===== config.mk =====
export PLATFORM = sky130hd
export DESIGN_NAME = issue_queue_flat
export DESIGN_NICKNAME = d
export VERILOG_FILES = /design/src/rtl/issue_queue_if.sv /design/src/rtl/issue_queue.sv /design/src/flat_wrapper.sv
export SDC_FILE = /design/constraint.sdc
export NUM_CORES = 2
export LEC_CHECK = 0
export ABC_CLOCK_PERIOD_IN_PS = 34800
export CORE_MARGIN = 8
export CORE_UTILIZATION = 35
export DETAILED_ROUTE_END_ITERATION = 8
export DONT_BUFFER_PORTS = 1
export PLACE_DENSITY = 0.48
export SLEW_MARGIN = 20
export SYNTH_ARGS = -nofsm -noshare
export SYNTH_HDL_FRONTEND = slang
export SYNTH_SLANG_ARGS = --single-unit

===== constraint.sdc =====
create_clock -name clk -period 34.8 [get_ports clk]
set_input_delay 1.74 -clock clk [delete_from_list [all_inputs] [get_ports clk]]
set_output_delay 1.74 -clock clk [all_outputs]
set_load 0.03 [all_outputs]

===== src/rtl/issue_queue_if.sv =====
// Rename-to-issue handshake bundle for issue_queue: enqueue port,
// result wakeup broadcast, flush, and the issue register port.
interface issue_queue_if #(
  parameter int DEPTH        = 16,
  parameter int MAX_OPERANDS = 3,
  parameter int PRN_BITS     = 6,
  parameter int INST_ID_BITS = 6,
  parameter int WAKE_PORTS   = 4
);
  localparam int CW = $clog2(DEPTH) + 1;

  logic                                   in_valid;
  logic                                   in_ready;
  logic [INST_ID_BITS-1:0]                in_inst_id;
  logic [31:0]                            in_raw_instr;
  logic [63:0]                            in_pc;
  logic [MAX_OPERANDS-1:0]                in_src_valid;
  logic [MAX_OPERANDS-1:0]                in_src_ready;
  logic [MAX_OPERANDS-1:0][PRN_BITS-1:0]  in_src_prn;
  logic [MAX_OPERANDS-1:0]                in_dst_valid;
  logic [MAX_OPERANDS-1:0][PRN_BITS-1:0]  in_dst_prn;

  logic [WAKE_PORTS-1:0]                  wake_valid;
  logic [WAKE_PORTS-1:0][PRN_BITS-1:0]    wake_prn;
  logic                                   flush;

  logic                                   issue_valid;
  logic                                   issue_ready;
  logic [INST_ID_BITS-1:0]                issue_inst_id;
  logic [31:0]                            issue_raw_instr;
  logic [63:0]                            issue_pc;
  logic [MAX_OPERANDS-1:0][PRN_BITS-1:0]  issue_src_prn;
  logic [MAX_OPERANDS-1:0]                issue_dst_valid;
  logic [MAX_OPERANDS-1:0][PRN_BITS-1:0]  issue_dst_prn;
  logic [CW-1:0]                          count;

  modport master (
    output in_valid, in_inst_id, in_raw_instr, in_pc,
    output in_src_valid, in_src_ready, in_src_prn,
    output in_dst_valid, in_dst_prn,
    output wake_valid, wake_prn, flush, issue_ready,
    input  in_ready, issue_valid, issue_inst_id,
    input  issue_raw_instr, issue_pc, issue_src_prn,
    input  issue_dst_valid, issue_dst_prn, count
  );

  modport slave (
    input  in_valid, in_inst_id, in_raw_instr, in_pc,
    input  in_src_valid, in_src_ready, in_src_prn,
    input  in_dst_valid, in_dst_prn,
    input  wake_valid, wake_prn, flush, issue_ready,
    output in_ready, issue_valid, issue_inst_id,
    output issue_raw_instr, issue_pc, issue_src_prn,
    output issue_dst_valid, issue_dst_prn, count
  );
endinterface


===== src/rtl/issue_queue.sv =====
// Out-of-order issue queue: wakeup on result broadcast, oldest-ready
// select through an age matrix, single registered issue slot.
module issue_queue #(
  parameter int DEPTH        = 16,
  parameter int MAX_OPERANDS = 3,
  parameter int PRN_BITS     = 6,
  parameter int INST_ID_BITS = 6,
  parameter int WAKE_PORTS   = 4
) (
  input logic         clk,
  input logic         rst,
  issue_queue_if.slave bus
);
  localparam int IW = $clog2(DEPTH);
  localparam int CW = IW + 1;

  typedef logic [MAX_OPERANDS-1:0][PRN_BITS-1:0] prn_vec_t;
  typedef logic [MAX_OPERANDS-1:0]               op_vec_t;

  logic [DEPTH-1:0]        valid;
  logic [DEPTH-1:0]        older [DEPTH];
  logic [INST_ID_BITS-1:0] ent_id [DEPTH];
  logic [31:0]             ent_raw [DEPTH];
  logic [63:0]             ent_pc [DEPTH];
  op_vec_t                 ent_sv [DEPTH];
  op_vec_t                 ent_sr [DEPTH];
  op_vec_t                 ent_dv [DEPTH];
  prn_vec_t                ent_sp [DEPTH];
  prn_vec_t                ent_dp [DEPTH];

  logic [CW-1:0]           count_q;
  logic                    iss_valid;
  logic [INST_ID_BITS-1:0] iss_id;
  logic [31:0]             iss_raw;
  logic [63:0]             iss_pc;
  prn_vec_t                iss_sp;
  op_vec_t                 iss_dv;
  prn_vec_t                iss_dp;

  logic [DEPTH-1:0]        elig;
  logic [DEPTH-1:0]        blocked;
  logic [DEPTH-1:0]        sel;
  logic [IW-1:0]           sel_idx;
  logic [IW-1:0]           free_idx;
  op_vec_t                 enq_sr;
  logic                    enq;
  logic                    load;
  logic                    do_issue;

  function automatic logic woke(
    input logic [PRN_BITS-1:0]                 p,
    input logic [WAKE_PORTS-1:0]               wv,
    input logic [WAKE_PORTS-1:0][PRN_BITS-1:0] wp
  );
    logic hit;
    hit = 1'b0;
    for (int k = 0; k < WAKE_PORTS; k++)
      hit = hit | (wv[k] & (wp[k] == p));
    return hit;
  endfunction

  always_comb begin
    for (int i = 0; i < DEPTH; i++)
      elig[i] = valid[i] & (&(~ent_sv[i] | ent_sr[i]));
  end

  // An eligible entry is picked only if no older entry is eligible.
  always_comb begin
    blocked = '0;
    sel_idx = '0;
    for (int i = 0; i < DEPTH; i++) begin
      for (int j = 0; j < DEPTH; j++)
        blocked[i] = blocked[i] | (elig[j] & older[j][i]);
    end
    sel = elig & ~blocked;
    for (int i = 0; i < DEPTH; i++)
      if (sel[i]) sel_idx = IW'(i);
  end

  always_comb begin
    free_idx = '0;
    for (int i = DEPTH - 1; i >= 0; i--)
      if (!valid[i]) free_idx = IW'(i);
  end

  always_comb begin
    for (int s = 0; s < MAX_OPERANDS; s++)
      enq_sr[s] = bus.in_src_ready[s]
                | woke(bus.in_src_prn[s], bus.wake_valid, bus.wake_prn);
  end

  assign bus.in_ready = (count_q < CW'(DEPTH)) && !bus.flush;
  assign enq          = bus.in_valid && bus.in_ready;
  assign load         = !iss_valid || bus.issue_ready;
  assign do_issue     = load && (|elig);

  always_ff @(posedge clk or posedge rst) begin
    if (rst) begin
      valid <= '0;
      for (int i = 0; i < DEPTH; i++)
        older[i] <= '0;
    end else if (bus.flush) begin
      valid <= '0;
    end else begin
      if (do_issue)
        valid[sel_idx] <= 1'b0;
      if (enq) begin
        valid[free_idx] <= 1'b1;
        older[free_idx] <= '0;
        for (int j = 0; j < DEPTH; j++)
          older[j][free_idx] <= valid[j];
      end
    end
  end

  // Payload needs no reset: it is only observed through a valid entry.
  always_ff @(posedge clk) begin
    for (int i = 0; i < DEPTH; i++)
      for (int s = 0; s < MAX_OPERANDS; s++)
        if (woke(ent_sp[i][s], bus.wake_valid, bus.wake_prn))
          ent_sr[i][s] <= 1'b1;
    if (enq) begin
      ent_id[free_idx]  <= bus.in_inst_id;
      ent_raw[free_idx] <= bus.in_raw_instr;
      ent_pc[free_idx]  <= bus.in_pc;
      ent_sv[free_idx]  <= bus.in_src_valid;
      ent_sr[free_idx]  <= enq_sr;
      ent_sp[free_idx]  <= bus.in_src_prn;
      ent_dv[free_idx]  <= bus.in_dst_valid;
      ent_dp[free_idx]  <= bus.in_dst_prn;
    end
  end

  always_ff @(posedge clk or posedge rst) begin
    if (rst) begin
      iss_valid <= 1'b0;
      iss_id    <= '0;
      iss_raw   <= '0;
      iss_pc    <= '0;
      iss_sp    <= '0;
      iss_dv    <= '0;
      iss_dp    <= '0;
    end else if (bus.flush) begin
      iss_valid <= 1'b0;
    end else if (load) begin
      iss_valid <= |elig;
      if (|elig) begin
        iss_id  <= ent_id[sel_idx];
        iss_raw <= ent_raw[sel_idx];
        iss_pc  <= ent_pc[sel_idx];
        iss_sp  <= ent_sp[sel_idx];
        iss_dv  <= ent_dv[sel_idx];
        iss_dp  <= ent_dp[sel_idx];
      end
    end
  end

  always_ff @(posedge clk or posedge rst) begin
    if (rst)
      count_q <= '0;
    else if (bus.flush)
      count_q <= '0;
    else
      count_q <= count_q + CW'(enq) - CW'(do_issue);
  end

  assign bus.issue_valid     = iss_valid;
  assign bus.issue_inst_id   = iss_id;
  assign bus.issue_raw_instr = iss_raw;
  assign bus.issue_pc        = iss_pc;
  assign bus.issue_src_prn   = iss_sp;
  assign bus.issue_dst_valid = iss_dv;
  assign bus.issue_dst_prn   = iss_dp;
  assign bus.count           = count_q;
endmodule


===== src/flat_wrapper.sv =====
// flat-port wrapper written by rule: the top's interface ports become plain ports
module issue_queue_flat 
#(
  parameter int DEPTH        = 16,
  parameter int MAX_OPERANDS = 3,
  parameter int PRN_BITS     = 6,
  parameter int INST_ID_BITS = 6,
  parameter int WAKE_PORTS   = 4
)
  (clk, rst, bus_in_valid, bus_in_inst_id, bus_in_raw_instr, bus_in_pc, bus_in_src_valid, bus_in_src_ready, bus_in_src_prn, bus_in_dst_valid, bus_in_dst_prn, bus_wake_valid, bus_wake_prn, bus_flush, bus_issue_ready, bus_in_ready, bus_issue_valid, bus_issue_inst_id, bus_issue_raw_instr, bus_issue_pc, bus_issue_src_prn, bus_issue_dst_valid, bus_issue_dst_prn, bus_count);
  issue_queue_if #(.DEPTH(DEPTH), .MAX_OPERANDS(MAX_OPERANDS), .PRN_BITS(PRN_BITS), .INST_ID_BITS(INST_ID_BITS), .WAKE_PORTS(WAKE_PORTS)) bus_i ();
  input logic clk;
  input logic rst;
  input wire logic [$bits(bus_i.in_valid)-1:0] bus_in_valid;
  input wire logic [$bits(bus_i.in_inst_id)-1:0] bus_in_inst_id;
  input wire logic [$bits(bus_i.in_raw_instr)-1:0] bus_in_raw_instr;
  input wire logic [$bits(bus_i.in_pc)-1:0] bus_in_pc;
  input wire logic [$bits(bus_i.in_src_valid)-1:0] bus_in_src_valid;
  input wire logic [$bits(bus_i.in_src_ready)-1:0] bus_in_src_ready;
  input wire logic [$bits(bus_i.in_src_prn)-1:0] bus_in_src_prn;
  input wire logic [$bits(bus_i.in_dst_valid)-1:0] bus_in_dst_valid;
  input wire logic [$bits(bus_i.in_dst_prn)-1:0] bus_in_dst_prn;
  input wire logic [$bits(bus_i.wake_valid)-1:0] bus_wake_valid;
  input wire logic [$bits(bus_i.wake_prn)-1:0] bus_wake_prn;
  input wire logic [$bits(bus_i.flush)-1:0] bus_flush;
  input wire logic [$bits(bus_i.issue_ready)-1:0] bus_issue_ready;
  output wire logic [$bits(bus_i.in_ready)-1:0] bus_in_ready;
  output wire logic [$bits(bus_i.issue_valid)-1:0] bus_issue_valid;
  output wire logic [$bits(bus_i.issue_inst_id)-1:0] bus_issue_inst_id;
  output wire logic [$bits(bus_i.issue_raw_instr)-1:0] bus_issue_raw_instr;
  output wire logic [$bits(bus_i.issue_pc)-1:0] bus_issue_pc;
  output wire logic [$bits(bus_i.issue_src_prn)-1:0] bus_issue_src_prn;
  output wire logic [$bits(bus_i.issue_dst_valid)-1:0] bus_issue_dst_valid;
  output wire logic [$bits(bus_i.issue_dst_prn)-1:0] bus_issue_dst_prn;
  output wire logic [$bits(bus_i.count)-1:0] bus_count;
  assign bus_i.in_valid = bus_in_valid;
  assign bus_i.in_inst_id = bus_in_inst_id;
  assign bus_i.in_raw_instr = bus_in_raw_instr;
  assign bus_i.in_pc = bus_in_pc;
  assign bus_i.in_src_valid = bus_in_src_valid;
  assign bus_i.in_src_ready = bus_in_src_ready;
  assign bus_i.in_src_prn = bus_in_src_prn;
  assign bus_i.in_dst_valid = bus_in_dst_valid;
  assign bus_i.in_dst_prn = bus_in_dst_prn;
  assign bus_i.wake_valid = bus_wake_valid;
  assign bus_i.wake_prn = bus_wake_prn;
  assign bus_i.flush = bus_flush;
  assign bus_i.issue_ready = bus_issue_ready;
  assign bus_in_ready = bus_i.in_ready;
  assign bus_issue_valid = bus_i.issue_valid;
  assign bus_issue_inst_id = bus_i.issue_inst_id;
  assign bus_issue_raw_instr = bus_i.issue_raw_instr;
  assign bus_issue_pc = bus_i.issue_pc;
  assign bus_issue_src_prn = bus_i.issue_src_prn;
  assign bus_issue_dst_valid = bus_i.issue_dst_valid;
  assign bus_issue_dst_prn = bus_i.issue_dst_prn;
  assign bus_count = bus_i.count;
  issue_queue #(.DEPTH(DEPTH), .MAX_OPERANDS(MAX_OPERANDS), .PRN_BITS(PRN_BITS), .INST_ID_BITS(INST_ID_BITS), .WAKE_PORTS(WAKE_PORTS)) u_core (.clk(clk), .rst(rst), .bus(bus_i));
endmodule

* Yosys cells after proc, flatten, opt, wreduce, memory -nomap -nowiden
Memories as Yosys holds them, arrays and structs flattened. A register that Yosys moved wholly into a read port is not among the register bits.
Index checks and enable logic that the tools add are counted.
** Operators by class
- Add/subtract/negate cells :: 2
- Order comparisons :: 7
- Equal/unequal tests :: 204
- Multiplexer cells :: 158
- Bitwise logic cells :: 913
- Reductions and logical operators :: 29
** Operators with widths (number)
- $eq A6 B6 Y1 :: 204
- $and A1 B1 Y1 :: 476
- $or A1 B1 Y1 :: 396
- $and A256 B256 Y256 :: 1
- $bwmux W16 :: 16
- $not A256 Y256 :: 1
- $mux W4 :: 30
- $mux W1 :: 103
- $mux W16 :: 5
- $demux W16 S4 :: 1
- $reduce_and A3 Y1 :: 17
- $not A3 Y3 :: 16
- $or A3 B3 Y3 :: 16
- $and A16 B16 Y16 :: 2
- $not A16 Y16 :: 2
- $or A16 B16 Y16 :: 1
- $reduce_or A16 Y1 :: 1
- $lt A4 B5 Y1 const B :: 2
- $demux W1 S4 :: 2
- $ge A4 B1 Y1 const B :: 2
- $logic_and A1 B1 Y1 :: 6
- $add A5 B1 Y5 :: 1
- $ge A5 B5 Y1 const B :: 1
- $lt A5 B1 Y1 const B :: 1
- other kinds (9) :: 10
** Storage, ports and cells
- Bits in registers :: 278
- Memory bits (writable) :: 2352
- Bits of input ports :: 180
- Output and inout port bits :: 148
- Word-level logic and storage cells :: 1340
- Memories kept :: 8
** Memories
- u_core.ent_pc :: words 16, width 64, rd ports 1, clocked after Yosys merged registers in 1, write ports 1, RTL line issue_queue.sv:24 : logic [63:0] ent_pc [DEPTH];
- u_core.ent_raw :: words 16, width 32, rd ports 1, clocked after Yosys merged registers in 1, write ports 1, RTL line issue_queue.sv:23 : logic [31:0] ent_raw [DEPTH];
- u_core.ent_dp :: words 16, width 18, rd ports 1, clocked after Yosys merged registers in 1, write ports 1, RTL line issue_queue.sv:29 : prn_vec_t ent_dp [DEPTH];
- u_core.ent_sp :: words 16, width 18, rd ports 17, clocked after Yosys merged registers in 1, write ports 1, RTL line issue_queue.sv:28 : prn_vec_t ent_sp [DEPTH];
- u_core.ent_id :: words 16, width 6, rd ports 1, clocked after Yosys merged registers in 1, write ports 1, RTL line issue_queue.sv:22 : logic [INST_ID_BITS-1:0] ent_id [DEPTH];
- u_core.ent_dv :: words 16, width 3, rd ports 1, clocked after Yosys merged registers in 1, write ports 1, RTL line issue_queue.sv:27 : op_vec_t ent_dv [DEPTH];
- +2 memories

* Depth between registers and ports, before layout
An unclocked memory read counts as a cell.
- Depth in word-level cells :: 49
- Gate-level depth with buffers :: 18
- Gate-level depth less buffers :: 14

* Worst setup path before layout
Ideal clock, no wire load.
- Kind :: input -> register
- Start :: input bus_flush
- End :: memory u_core.ent_dp[1][0] (netlist name) (enable)
- Setup time :: 1379 ps
- Arrival :: 5273 ps
- Data required time :: 33421 ps
- Slack :: 28148 ps
- Stages :: 7
- Buffers on the path :: 0
- Cells stage by stage :: nor2_1 nand2_1 inv_1 nand2_1 nor2_1 nand2_1 clkinv_1
** On the way
- Word-level cells in the longest chain between the ends :: 5
** Ends and longest elaborated chain
- from (decl) :: RTL line flat_wrapper.sv:25 : input wire logic [$bits(bus_i.flush)-1:0] bus_flush;
- $logic_not A1 Y1 :: RTL line issue_queue.sv:92 : assign bus.in_ready = (count_q < CW'(DEPTH)) && !bus.flush;
- $logic_and A1 B1 Y1 :: RTL line issue_queue.sv:92
- $logic_and A1 B1 Y1 :: RTL line issue_queue.sv:93 : assign enq = bus.in_valid && bus.in_ready;
- $mux W1 :: RTL line issue_queue.sv:122 : if (enq) begin
- $mux W1 (not written as such) :: RTL line issue_queue.sv:130 : ent_dp[free_idx] <= bus.in_dst_prn;
- to (decl) :: RTL line issue_queue.sv:29
No other way between the ends.

* Worst setup path after layout
- Start :: register u_core.valid[11]
- End :: register u_core.iss_id[1], in the netlist u_core.bus.issue_inst_id[1] (read register of u_core.ent_id)
** On the way
- Word-level cells in the longest chain between the ends :: 24
- Elaborated cells between the ends (all ways) :: 110
- Classes of those cells :: mux: 15; bitwise: 93; reduce/logical: 2
** Ends and longest elaborated chain
- from (decl) :: RTL line issue_queue.sv:20 : logic [DEPTH-1:0] valid;
- from (signal assigned) :: RTL line issue_queue.sv:99 : valid <= '0;
- from (signal assigned) :: RTL line issue_queue.sv:103 : valid <= '0;
- from (signal, indexed assignment) :: RTL line issue_queue.sv:106 : valid[sel_idx] <= 1'b0;
- $and A1 B1 Y1 (*) :: RTL line issue_queue.sv:64 : elig[i] = valid[i] & (&(~ent_sv[i] | ent_sr[i]));
- $and A1 B1 Y1 :: RTL line issue_queue.sv:73 : blocked[i] = blocked[i] | (elig[j] & older[j][i]);
- $or A1 B1 Y1 (5 in a row) :: RTL line issue_queue.sv:73
- $not A16 Y16 :: RTL line issue_queue.sv:75 : sel = elig & ~blocked;
- $and A16 B16 Y16 :: RTL line issue_queue.sv:75
- $mux W1 :: RTL line issue_queue.sv:77 : if (sel[i]) sel_idx = IW'(i);
- $mux W4 (14 in a row) :: RTL line issue_queue.sv:77
- to (decl) :: RTL line issue_queue.sv:33 : logic [INST_ID_BITS-1:0] iss_id;
Every way passes the cells marked *; elsewhere a longest branch is shown, timed or not.
A chain may end at the register's enable or synchronous reset.

==> impl_metrics.json <==
{
  "portBuffers": 0,
  "period_needed_ps": 7790,
  "setup-violations-final": 0,
  "ant_nets": 0,
  "crit_path_max_fanout": 99,
  "instances_no_fill": 13700,
  "synth_most_common_cell": "edfxtp_1",
  "critical_path_arrival_ps": 8590,
  "critical_path_class": "register to register",
  "cts.reportedPaths.clkPinSlew_ps": 60,
  "synth_common_cells": "edfxtp_1, nand2_1, xnor2_1, xor2_1, clkbuf_1",
  "hold_buffers": 0,
  "cts_made_buffers": 309,
  "yosys-top-cells-area": "edfxtp_1, dfrtp_1, xnor2_1",
  "worstPathCellList": "inv_1, nor4_2, a2111oi_0, and4_2, buf_4, a211oi_1, or2_4, buf_4, buf_12, buf_4, mux2i_1, o21ai_0, or4_1, o32a_1",
  "clkLatencyLatePin_ps": 940,
  "core_sq_um": 346000,
  "yosysTopAreaCellShare": 0.569,
  "wl_per_cell_um": 34.2,
  "gp_congestion": 0.938,
  "cts_root_buf": "clkbuf_16",
  "grt-ovfl-total": 0,
  "hold-worst-slack_ps": 479,
  "async_flop_share": 0.146,
  "final_util": 0.393,
  "yosys_warnings": 0,
  "p_total_mw": 7.87,
  "drcViolationCount": 0,
  "wl_met2_mm": 223,
  "ios": 328,
  "synth_ff_type": "edfxtp_1",
  "initial_core_util": 0.352,
  "track_usage": 0.248,
  "wl_met3_mm": 35.5,
  "layout_worst_path_cycle_share": 0.224,
  "place_inst": 13200,
  "antenna_found_initial": 19,
  "ys_seq_area_frac": 0.660,
  "fin_ws_ps": 27010,
  "rows": 216,
  "grt_pass1_vias": 79100,
  "startpoint_type": "register",
  "synthCells": 9336,
  "nFillCells": 32300,
  "max_stage_delay_ps": 870,
  "synth.distinct_cells": 77,
  "grt_first_pass_wirelength_mm": 651,
  "m1WireLength_mm": 195,
  "vias": 79700,
  "worst_pin_slew_ps": 1410,
  "cts_setup_buffers": 0,
  "dp_slack_ps": 27160,
  "drive_above_1_share": 0.0824,
  "first_iter_violations": 8274,
  "hold_path.class": "register to register",
  "avgSynthCellArea_sq_um": 13.0,
  "grt_max_degree": 153,
  "drv_cap": 0,
  "critPathTopFamily": "buffers and inverters",
  "outcome": "finished, final reports clean",
  "placed_area_sq_um": 125000,
  "max_freq_mhz": 128,
  "slew_headroom": 0.0586,
  "drt-total-wl_mm": 470,
  "die_w_um": 606,
  "post-route-cell-area_sq_um": 136000,
  "cts_resized": 0,
  "rsz0062_at_grt": "false",
  "tritoncts": "yes",
  "final_net_count": 9089,
  "synth_top_cell_by_area": "edfxtp_1",
  "critPathCaptureType": "register",
  "fin_setup_tns_ps": 0,
  "power.density_nw_per_um2": 57.9,
  "crit_top_cell": "buf_4",
  "reg2reg_slack_ps": 27010,
  "crit_buf_inv": 5,
  "htree_num_levels": 5,
  "cts_sinks": 2755,
  "leakagePower_nw": 48.5,
  "synth_edf_count": 2304,
  "finClkSkew_ps": 73.0,
  "cpMaxStageDelayCell": "buf_4",
  "maxUsedRoutingLayer": "met5",
  "drt_first_pass_iters": 6,
  "final_hold_viol_count": 0,
  "viasPerCell": 5.80,
  "ys_seq_elements": 2755,
  "vdd_ir_drop_max_mv": 0.0576,
  "die_h_um": 606,
  "clockBufferDepth": 4,
  "critPathRequiredTime_ps": 35600,
  "slew_violations": 0,
  "dp_hpwl_mm": 264,
  "netlist_area_sq_um": 122000,
  "synthesis.nets": 9522,
  "syn_to_final_growth_pct": 11.8,
  "dieArea_sq_um": 367000
}
-- power breakdown --
part           switching [mW]  internal (mW)  total [mW]  leakage [nW]
registers               0.345           3.70        4.04          26.4
clock network            1.39           2.00        3.39          5.13
logic                   0.257          0.171       0.429          17.0
total                    1.99           5.87        7.87          48.5
-- layer usage --
metal | vias up | track usage
met1 | 41800 | 0.325
met2 | 3236 | 0.410
met4 | 6 | 0.0817
met5 | - | 0
met3 | 821 | 0.0545
li1 | 33800 | -
-- placed cells by master, fill, tap and decap left out, types with 14 or more instances in the layout --
master	synthesis	layout
a2111oi_0	70	64
a21oi_1	440	440
a221oi_1	145	145
a22o_1	48	48
a22oi_1	40	40
a311oi_1	15	15
a31oi_1	55	55
and3_1	38	35
buf_4	31	183
bufinv_16	0	31
clkbuf_1	604	73
clkbuf_16	0	318
clkbuf_8	0	38
clkinv_1	4	25
clkinv_2	0	48
dfrtp_1	403	403
dfxtp_1	48	48
edfxtp_1	2304	2304
inv_8	0	17
mux2i_1	516	516
nand2_1	1173	1169
nand2b_1	16	15
nand3_1	103	100
nand4_1	225	225
nor2_1	230	225
nor2b_1	55	53
nor3_1	52	48
nor4_1	409	399
nor4b_1	15	14
o21ai_0	200	200
o21ai_1	20	20
o221ai_1	61	61
o22ai_1	177	177
o32a_1	58	58
o41ai_1	36	34
or4_1	67	67
xnor2_1	614	614
xor2_1	614	614
-- worst paths after layout --
path                                  start                           to  depth (start not counted)
min                        u_core.older[61]             u_core.older[61]                          2
max                        u_core.valid[11]  u_core.bus.issue_inst_id[1]                         14
max reg2reg                u_core.valid[11]  u_core.bus.issue_inst_id[1]                         14
max in group asynchronous               rst      u_core.bus.issue_pc[46]                          4
min reg2reg                u_core.older[61]             u_core.older[61]                          2
min in group asynchronous               rst                    async pin                          1
-- tightest hold or removal path, stage by stage (launching register included) --
cell	delay (ps)
dfrtp_1	340
nand2_1	50
nand2_1	50
-- final cells by class --
| type | count | area (sq um) | share of cell area |
|---|---|---|---|
| clock buffers | 429 | 8750 | 0.0644 |
| flip-flops and latches | 2755 | 80200 | 0.590 |
| repair buffers | 196 | 1630 | 0.0120 |
| well taps | 4578 | 5730 | 0.0421 |
| multi-input cells | 5608 | 37600 | 0.277 |
| inverters | 33 | 251 | 0.00185 |
| clock inverters | 139 | 1730 | 0.0127 |
| diodes | 9 | 22.5 | 0.000166 |
-- kinds of logic (layout without fill, tap and decap cells) --
logic type                 after synthesis  in the layout  share of synthesized area
AOI/OAI and AO/OA                     1421           1421                     0.0777
xor gates and xnor gates              1228           1228                     0.0884
adders and majority gates                6              6                   0.000679
buffers and inverters                  973            797                     0.0336
DFF                                   2755           2755                      0.660
muxes                                  517            517                     0.0426
other                                    0              9                          0
and+or+nand+nor                       2436           2436                     0.0974
-- state kept, by name (all words and copies together) (netlist names), named ones only --
name / cells
u_core.bus.count: 5
u_core.bus.issue_dst_prn: 18
u_core.bus.issue_dst_valid: 3
u_core.bus.issue_inst_id: 6
u_core.bus.issue_pc: 64
u_core.bus.issue_raw_instr: 32
u_core.bus.issue_src_prn: 18
u_core.bus.issue_valid: 1
u_core.ent_dp: 288
u_core.ent_dv: 48
u_core.ent_id: 96
u_core.ent_pc: 1024
u_core.ent_raw: 512
u_core.ent_sp: 288
u_core.ent_sr: 48
u_core.ent_sv: 48
u_core.older: 225
u_core.valid: 16
Power figures use the tool's default switching activity.
